**config.mk**
```make
export PLATFORM = sky130hd
export DESIGN_NAME = calc_cmd_sched
export DESIGN_NICKNAME = d
export VERILOG_FILES = /design/src/rtl/calc_cmd_sched.sv
export SDC_FILE = /design/constraint.sdc
export NUM_CORES = 1
export LEC_CHECK = 0
export CAP_MARGIN = 0
export CORE_ASPECT_RATIO = 1.1
export CORE_UTILIZATION = 52
export DETAILED_ROUTE_END_ITERATION = 10
export GPL_ROUTABILITY_DRIVEN = 0
export PLACE_DENSITY = 0.74
export SLEW_MARGIN = 5
export SYNTH_ARGS = -nofsm -noshare
export SYNTH_HDL_FRONTEND = slang
export SYNTH_SLANG_ARGS = --single-unit
```
**constraint.sdc**
```tcl
create_clock -name clock -period 2.7 [get_ports clock]
set_input_delay 0.54 -clock clock [delete_from_list [all_inputs] [get_ports clock]]
set_output_delay 0.54 -clock clock [all_outputs]
set_load 0.05 [all_outputs]
```
**src/rtl/calc_cmd_sched.sv**
```systemverilog
// calc_cmd_sched: arbitrates two command streams onto a single calculator,
// keeping the calculator with one requester until its expression ends.
module calc_cmd_sched #(
  parameter int unsigned TIMEOUT  = 1023,
  parameter logic [3:0]  IDLE_CMD = 4'hD
) (
  input  logic       clock,
  input  logic       reset,
  input  logic       req0_valid,
  input  logic [3:0] req0_cmd,
  output logic       req0_ready,
  input  logic       req1_valid,
  input  logic [3:0] req1_cmd,
  output logic       req1_ready,
  input  logic [1:0] calc_status,
  output logic [3:0] calc_cmd,
  output logic       calc_rst,
  output logic       owner,
  output logic       locked,
  output logic       busy,
  output logic       err_pulse,
  output logic [1:0] err_code
);

  localparam int CW = $clog2(TIMEOUT + 1);
  localparam logic [CW-1:0] CNT_MAX = CW'(TIMEOUT);
  localparam logic [1:0] ST_ERR = 2'b00;
  localparam logic [1:0] ST_RDY = 2'b10;
  localparam logic [3:0] CMD_EQ = 4'hE;

  typedef enum logic [2:0] {
    IDLE, ISSUE, WAIT_BUSY, WAIT_READY, ABORT
  } state_t;

  state_t        state;
  logic          rr;
  logic [3:0]    cmd_q;
  logic [CW-1:0] cnt;
  logic [CW-1:0] cnt_inc;
  logic          cand;
  logic          take;
  logic          stat_err;
  logic          stat_rdy;
  logic          tmo;

  assign stat_err = calc_status == ST_ERR;
  assign stat_rdy = calc_status == ST_RDY;

  // A held lock overrides both the single-valid rule and rr.
  always_comb begin
    cand = rr;
    if (locked)
      cand = owner;
    else if (req0_valid != req1_valid)
      cand = req1_valid;
  end

  assign take = !reset && state == IDLE && stat_rdy &&
                (cand ? req1_valid : req0_valid);
  assign req0_ready = take && !cand;
  assign req1_ready = take && cand;
  assign busy = state != IDLE;

  assign cnt_inc = (cnt == CNT_MAX) ? cnt : cnt + 1'b1;
  assign tmo = cnt_inc >= CNT_MAX;

  always_ff @(posedge clock or posedge reset) begin
    if (reset) begin
      state     <= IDLE;
      calc_cmd  <= IDLE_CMD;
      calc_rst  <= 1'b0;
      owner     <= 1'b0;
      locked    <= 1'b0;
      rr        <= 1'b0;
      err_pulse <= 1'b0;
      err_code  <= 2'b00;
      cnt       <= '0;
      cmd_q     <= IDLE_CMD;
    end else begin
      calc_cmd  <= IDLE_CMD;
      calc_rst  <= 1'b0;
      err_pulse <= 1'b0;
      unique case (state)
        IDLE: begin
          if (stat_err) begin
            state     <= ABORT;
            calc_rst  <= 1'b1;
            err_pulse <= 1'b1;
            err_code  <= 2'b01;
            locked    <= 1'b0;
            rr        <= ~owner;
          end else if (take) begin
            cmd_q    <= cand ? req1_cmd : req0_cmd;
            calc_cmd <= cand ? req1_cmd : req0_cmd;
            owner    <= cand;
            state    <= ISSUE;
          end
        end
        ISSUE: begin
          cnt   <= '0;
          state <= WAIT_BUSY;
        end
        WAIT_BUSY, WAIT_READY: begin
          cnt <= cnt_inc;
          if (stat_err || tmo) begin
            state     <= ABORT;
            calc_rst  <= 1'b1;
            err_pulse <= 1'b1;
            err_code  <= stat_err ? 2'b01 : 2'b10;
            locked    <= 1'b0;
            rr        <= ~owner;
          end else if (state == WAIT_BUSY) begin
            if (!stat_rdy)
              state <= WAIT_READY;
          end else if (stat_rdy) begin
            state  <= IDLE;
            locked <= cmd_q != CMD_EQ;
            if (cmd_q == CMD_EQ)
              rr <= ~owner;
          end
        end
        ABORT: state <= IDLE;
        default: state <= IDLE;
      endcase
    end
  end

endmodule

```
==> reports/qor.csv, run 1 <==
metric,value,unit
share of the synthesized area in the top cell type,0.3276,
Bufs and invs on worst path,3,
Core Region,2853,µm²
Worst slew margin,0.6445,
Filler Cells Inserted,239,
WHS,485.0,ps
CP endpoint kind,output port,
initial antenna violation count,0,
Post-Route WL,3510,µm
#FFs+latches synth,27,
synthesized cell area,1604,µm²
WP data required,2160,ps
Synth Instances,175,
CTS Sinks,27,
PwrDens,729.0,nW/µm²
row count,20,
TritonCTS Buffers,3,
number of global-route vias before repair,1387,
H-Tree Depth,1,
Avg WL per Cell,14.94,µm
DRC Markers,0,
TritonCTS clock tree,built,
async set-or-reset flop fraction in the synthesized netlist,1.000,
buffer depth of the longest clock path,2,
sw frac,0.4203,
Die W,54.96,µm
ANT cells,0,
grt total ovfl,0,
dominant cells by area after synthesis,"dfrtp_1 (33%), dfstp_2 (9.8%), mux2i_1 (9.4%)",
Reg power frac,0.412,
Die Span Y,60.25,µm
top-level I/O count,27,
post-layout minimum cycle time,2572,ps
Mean Syn Cell Area,9.166,µm²
largest net degree at the start of global routing,28,
Switch Pwr,0.6019,mW
nets@finish,218,
internal power,0.8301,mW
Yosys top cell by area,dfrtp_1,
worst-path maximum fanout,2,
Yosys cell types,46,
HPWL after DPL,2710,µm
Clock Skew,2.864,ps
router iterations before antenna repair,4,
port bufs,26,
Slew @ Worst Pin,531.6,ps
Detail Route Antenna Nets,0,
DR vias,1386,
critical path arrival,2030,ps
Starting Density,0.5623,
layout cells sized above 1,0.1535,
Clock Power Share,0.118,
Static Leak,0.8165,nW
worst skew pair latency,310,ps
most frequent cell after synthesis,dfrtp_1,
Syn Nets,190,
Comb power frac,0.471,
die footprint,3311,µm²
unrepaired setup endpoints after global routing,no,
Critical Path Slowest Stage Cell,maj3_2,
"Primary FF master, synth",dfrtp_1,
fin util,0.6886,
Crit path largest cell delay,320,ps
sequential share of the synthesized area,0.4259,
first-pass GRT wire length,5844,µm
Final Setup Violations,0,
CP Cell Sequence,dlygate4sd2_1 > inv_1 > maj3_2 > mux2i_4 > mux2i_2 > nor2_2 > and2_2 > buf_12,
Max Cap Viol,0,
Hold WC Path Type,flip-flop to flip-flop,
Total GRT Usage,0.2388,
VDD IR max,610.9,µV
"top cells by count, synth","dfrtp_1 (21), nand2_1 (19), a21oi_1 (15), mux2i_1 (15), nor2_1 (13)",
fmax,388.9,MHz
"EDFF count, synth",0,
CTS root buffer,clkbuf_4,
vias per cell,5.898,
CP Launch Type,primary input,
status,completed,
Worst Setup Path Type,primary input to output port,
Iter 0 DRT Violations,45,
Worst-path clk slew,140,ps
Layout area overhead,22.46,%
Yosys warning total,0,
fin. max-slew vios,0,
Hold Fails Final Rpt,0,
final cycle utilization of the critical path,0.9524,
crit-path leading delay family,multiplexers,
==> cell usage in the layout, fill, tap and decap left out, types with 2 or more instances in the layout <==
| cell type | instances |
|---|---|
| a21oi_1 | 15 |
| a22oi_1 | 2 |
| a311oi_1 | 2 |
| a31oi_1 | 2 |
| and3_1 | 5 |
| buf_4 | 8 |
| clkbuf_4 | 3 |
| clkdlybuf4s50_1 | 22 |
| dfrtp_1 | 21 |
| dfstp_2 | 6 |
| dlygate4sd2_1 | 2 |
| inv_1 | 10 |
| mux2i_1 | 14 |
| nand2_1 | 19 |
| nand2b_1 | 3 |
| nand3_1 | 4 |
| nand3b_1 | 3 |
| nand4_1 | 3 |
| nor2_1 | 13 |
| nor2b_1 | 2 |
| nor3_1 | 5 |
| nor3_2 | 2 |
| o21a_1 | 2 |
| o21ai_0 | 7 |
==> worst register-to-register path, delay by kind of cell (launching register included) <==
family | cells | cell delay, ps
mux | 1 | 350
simple gates | 2 | 890
flops | 1 | 460
compound gates | 2 | 350
fa+ha+maj | 1 | 350
==> through the flow <==
| stage | setup TNS, ps | std cells | setup WS (ps) | cell area, µm² | power (mW) |
|---|---|---|---|---|---|
| 3_3_place_gp | -249.6 | 231 | -138.4 | 1931 | 1.239 |
| 5_1_grt | 0 | 235 | 41.63 | 1964 | 1.529 |
| 3_5_place_dp | -376.1 | 231 | -188.8 | 1931 | 1.263 |
| 6_report | 0 | 235 | 128.5 | 1964 | 1.432 |
| 2_1_floorplan | 0 | 175 | 69.11 | 1623 | 1.051 |
| 4_1_cts | 0 | 235 | 116.2 | 1959 | 1.442 |
==> layout make-up <==
class                           count  area (µm²)  share of cell area
Multi-Input combinational cell    127       850.8              0.4331
Tap cell                           33       41.29             0.02102
Inverter                           11       45.04             0.02293
Timing Repair Buffer               33       317.8              0.1618
Clock buffer                        4       26.28             0.01338
Sequential cell                    27       683.2              0.3478
==> power groups by stage <==
stage                     combinational, mW  sequential, mW  clock (mW)
after floorplan                       0.412           0.639           0
after global placement                0.646           0.593           0
after detailed placement              0.667           0.596           0
after CTS                             0.675           0.588       0.179
after global routing                  0.740           0.604       0.185
final                                 0.674           0.589       0.168
==> path summary, 6_finish.rpt <==
| check | start | endpoint | slack [ps] | cells after the start |
|---|---|---|---|---|
| max | req0_valid | req0_ready | 130 | 8 |
| min | cmd_q[2] | cmd_q[2] | 480 | 2 |
| max reg2reg | cnt[0] | rr | 220 | 6 |
| min reg2reg | cmd_q[2] | cmd_q[2] | 480 | 2 |
| max in group asynchronous | reset | calc_cmd[3] | 1740 | 3 |
| min in group asynchronous | reset | err_pulse | 660 | 3 |
==> kinds of logic (layout without fill, tap and decap cells) <==
kind of cell | count (synthesis) | in the layout | share of synthesized area
muxes | 17 | 17 | 0.1092
adders and majority gates | 2 | 2 | 0.01404
AOI/OAI and AO/OA | 39 | 39 | 0.1615
DFF | 27 | 27 | 0.4259
buffers and inverters | 21 | 48 | 0.05928
and+or+nand+nor | 68 | 68 | 0.2247
xor gates and xnor gates | 1 | 1 | 0.005461
==> routing by layer <==
layer / GRT usage / wire length (µm) / part of all wire
met3: 0.03817 / 159 / 0.045
met2: 0.4527 / 1975 / 0.56
met5: 0 / 0 / 0
met4: 0.05357 / 27 / 0.0077
met1: 0.2695 / 1348 / 0.38
==> state kept, by name, summed over array words and instances, names as in the netlist <==
name       cells
rr             1
err_pulse      1
err_code       2
state          3
locked         1
owner          1
cnt           10
calc_cmd       4
cmd_q          4
==> timing repair <==
action,in CTS,in global routing
resized for setup,4,1
setup buffers,0,0
endpoints found under the setup margin,2,1
gates cloned,0,0
hold buffers,0,0
pin swaps,1,0
No activity file was read; power rests on OpenSTA's default activity.
==> run 2, diff against run 1 <==
- SLEW_MARGIN: 5 -> default
- TNS_END_PERCENT: default -> 10
==> reports/qor.csv, run 2 (synthesized netlist as in run 1, its figures left out) <==
metric,value,unit,change
Critical Path Slowest Stage Cell,maj3_2,,
worst-path maximum fanout,2,,unchanged
Comb power frac,0.469,,-0.002
worst skew pair latency,320,ps,about the same
port bufs,26,,unchanged
sum of negative setup slack,0,ps,unchanged
WHS,481.6,ps,-3.393 ps
layout cells sized above 1,0.1527,,-0.0007560
max reg flops,10,,unchanged
fmax,390.1,MHz,+0.31%
Cell Count Post-Placement,231,,unchanged
first-pass GRT wire length,5871,µm,+0.46%
nets@finish,219,,+0.46%
DP Worst Slack,-142.0,ps,+46.82 ps
Crit path largest cell delay,330,ps,about the same
CP endpoint kind,output port,,
critical path arrival,2020,ps,about the same
"commonest non-fill, non-tap cell in the layout",clkdlybuf4s50_1,,
buffer depth of the longest clock path,2,,unchanged
Worst slew margin,0.6578,,+0.01336
Detail Route Antenna Nets,0,,unchanged
row count,20,,unchanged
TritonCTS clock tree,built,,
PwrDens,735.9,nW/µm²,+0.95%
CTS Sinks,27,,unchanged
CTS root buffer,clkbuf_4,,
Switch Pwr,0.6175,mW,+2.6%
fin util,0.6943,,+0.005702
Filler Cells Inserted,238,,-0.42%
H-Tree Depth,1,,unchanged
DR vias,1397,,+0.79%
Iter 0 DRT Violations,42,,-6.7%
initial antenna violation count,0,,unchanged
biggest regs,"cnt x10, calc_cmd x4, cmd_q x4",,
Largest Register,cnt,,
internal power,0.8401,mW,+1.2%
vias per cell,5.919,,+0.37%
CP Cell Sequence,dlygate4sd2_1 > inv_1 > maj3_2 > mux2i_4 > mux2i_2 > nor2_2 > and2_2 > buf_12,,
final cycle utilization of the critical path,0.9495,,-0.002946
Worst-path clk slew,140,ps,about the same
largest net degree at the start of global routing,28,,unchanged
Slew @ Worst Pin,511.7,ps,-19.98 ps
fin. max-slew vios,0,,unchanged
Hold Buf Count CTS,0,,unchanged
ANT cells,0,,unchanged
Final Setup Violations,0,,unchanged
CP Launch Type,primary input,,
number of global-route vias before repair,1306,,-5.8%
Avg WL per Cell,15.63,µm,+4.6%
sw frac,0.4236,,+0.003336
status,completed,,
worst reg-to-reg setup slack,160,ps,-60 ps
Clock Skew,6.541,ps,+3.677 ps
Total GRT Usage,0.2519,,+0.01318
WP data required,2160,ps,about the same
Core Region,2853,µm²,unchanged
most frequent cells in the layout,"clkdlybuf4s50_1 (22), dfrtp_1 (21), nand2_1 (19)",,
post-layout minimum cycle time,2564,ps,-7.953 ps
Max Cap Viol,0,,unchanged
Hold Fails Final Rpt,0,,unchanged
TritonCTS Buffers,3,,unchanged
Hold WC Path Type,flip-flop to flip-flop,,
Reg power frac,0.408,,-0.004
Static Leak,0.8292,nW,+1.5%
Die W,54.96,µm,unchanged
Die Span Y,60.25,µm,unchanged
router iterations before antenna repair,4,,unchanged
die footprint,3311,µm²,unchanged
Post-Route WL,3688,µm,+5.1%
Layout area overhead,23.48,%,
post-route non-filler standard cell count,236,,+0.43%
VDD IR max,583.6,µV,-4.5%
top-level I/O count,27,,unchanged
Clock Power Share,0.123,,+0.005
grt total ovfl,0,,unchanged
HPWL after DPL,2695,µm,-0.57%
unrepaired setup endpoints after global routing,no,,
Worst Setup Path Type,primary input to output port,,
DRC Markers,0,,unchanged
Starting Density,0.5623,,unchanged
worst setup margin,136.4,ps,+7.953 ps
## run 2: what timing repair did
action | in CTS | in global routing
gates resized for setup | 4 | 1
cloned | 0 | 0
pin swaps | 1 | 0
setup buffers | 1 | 0
endpoints found under the setup margin | 2 | 1
## run 2: power groups by stage
| stage | combinational (mW) | clock (mW) | sequential [mW] |
|---|---|---|---|
| 2_1_floorplan | 0.412 | 0 | 0.639 |
| 3_3_place_gp | 0.650 | 0 | 0.596 |
| 5_1_grt | 0.743 | 0.200 | 0.607 |
| 6_report | 0.684 | 0.179 | 0.595 |
| 3_5_place_dp | 0.664 | 0 | 0.596 |
| 4_1_cts | 0.680 | 0.184 | 0.591 |
## run 2: critical path: cells and delay by family
family        cells  cell delay (ps)
mux               2              460
fa+ha+maj         1              330
simple gates      2              270
buf+inv           3              440
## run 2: area by class of cell
type / instances / area, µm² / area share
Multi-Input combinational cell: 127 / 850.8 / 0.4296
Sequential cell: 27 / 683.2 / 0.3449
Timing Repair Buffer: 34 / 337.8 / 0.1706
Inverter: 11 / 41.29 / 0.02085
Tap cell: 33 / 41.29 / 0.02085
Clock buffer: 4 / 26.28 / 0.01327
## run 2: through the flow
step           total power [mW]  area (µm²)
6_report                  1.458        1981
5_1_grt                   1.550        1981
4_1_cts                   1.455        1976
3_5_place_dp              1.260        1939
3_3_place_gp              1.246        1939
2_1_floorplan             1.051        1619
## run 2: routing by layer
layer,wire (µm),GRT usage,vias to the layer above
met1,1593,0.3184,680
li1,-,-,678
met5,0,0,-
met2,1895,0.4096,31
met4,68,0.1250,0
met3,130,0.03817,8
## run 2: path summary, 6_finish.rpt
kind,from,depth (start not counted),end
max in group asynchronous,reset,3,cmd_q[3]
worst max register to register,cnt[0],6,rr
min in group asynchronous,reset,3,cnt[5]
worst min-delay path,cmd_q[2],2,cmd_q[2]
worst max-delay path,req0_valid,8,req0_ready
worst min register to register,cmd_q[2],2,cmd_q[2]
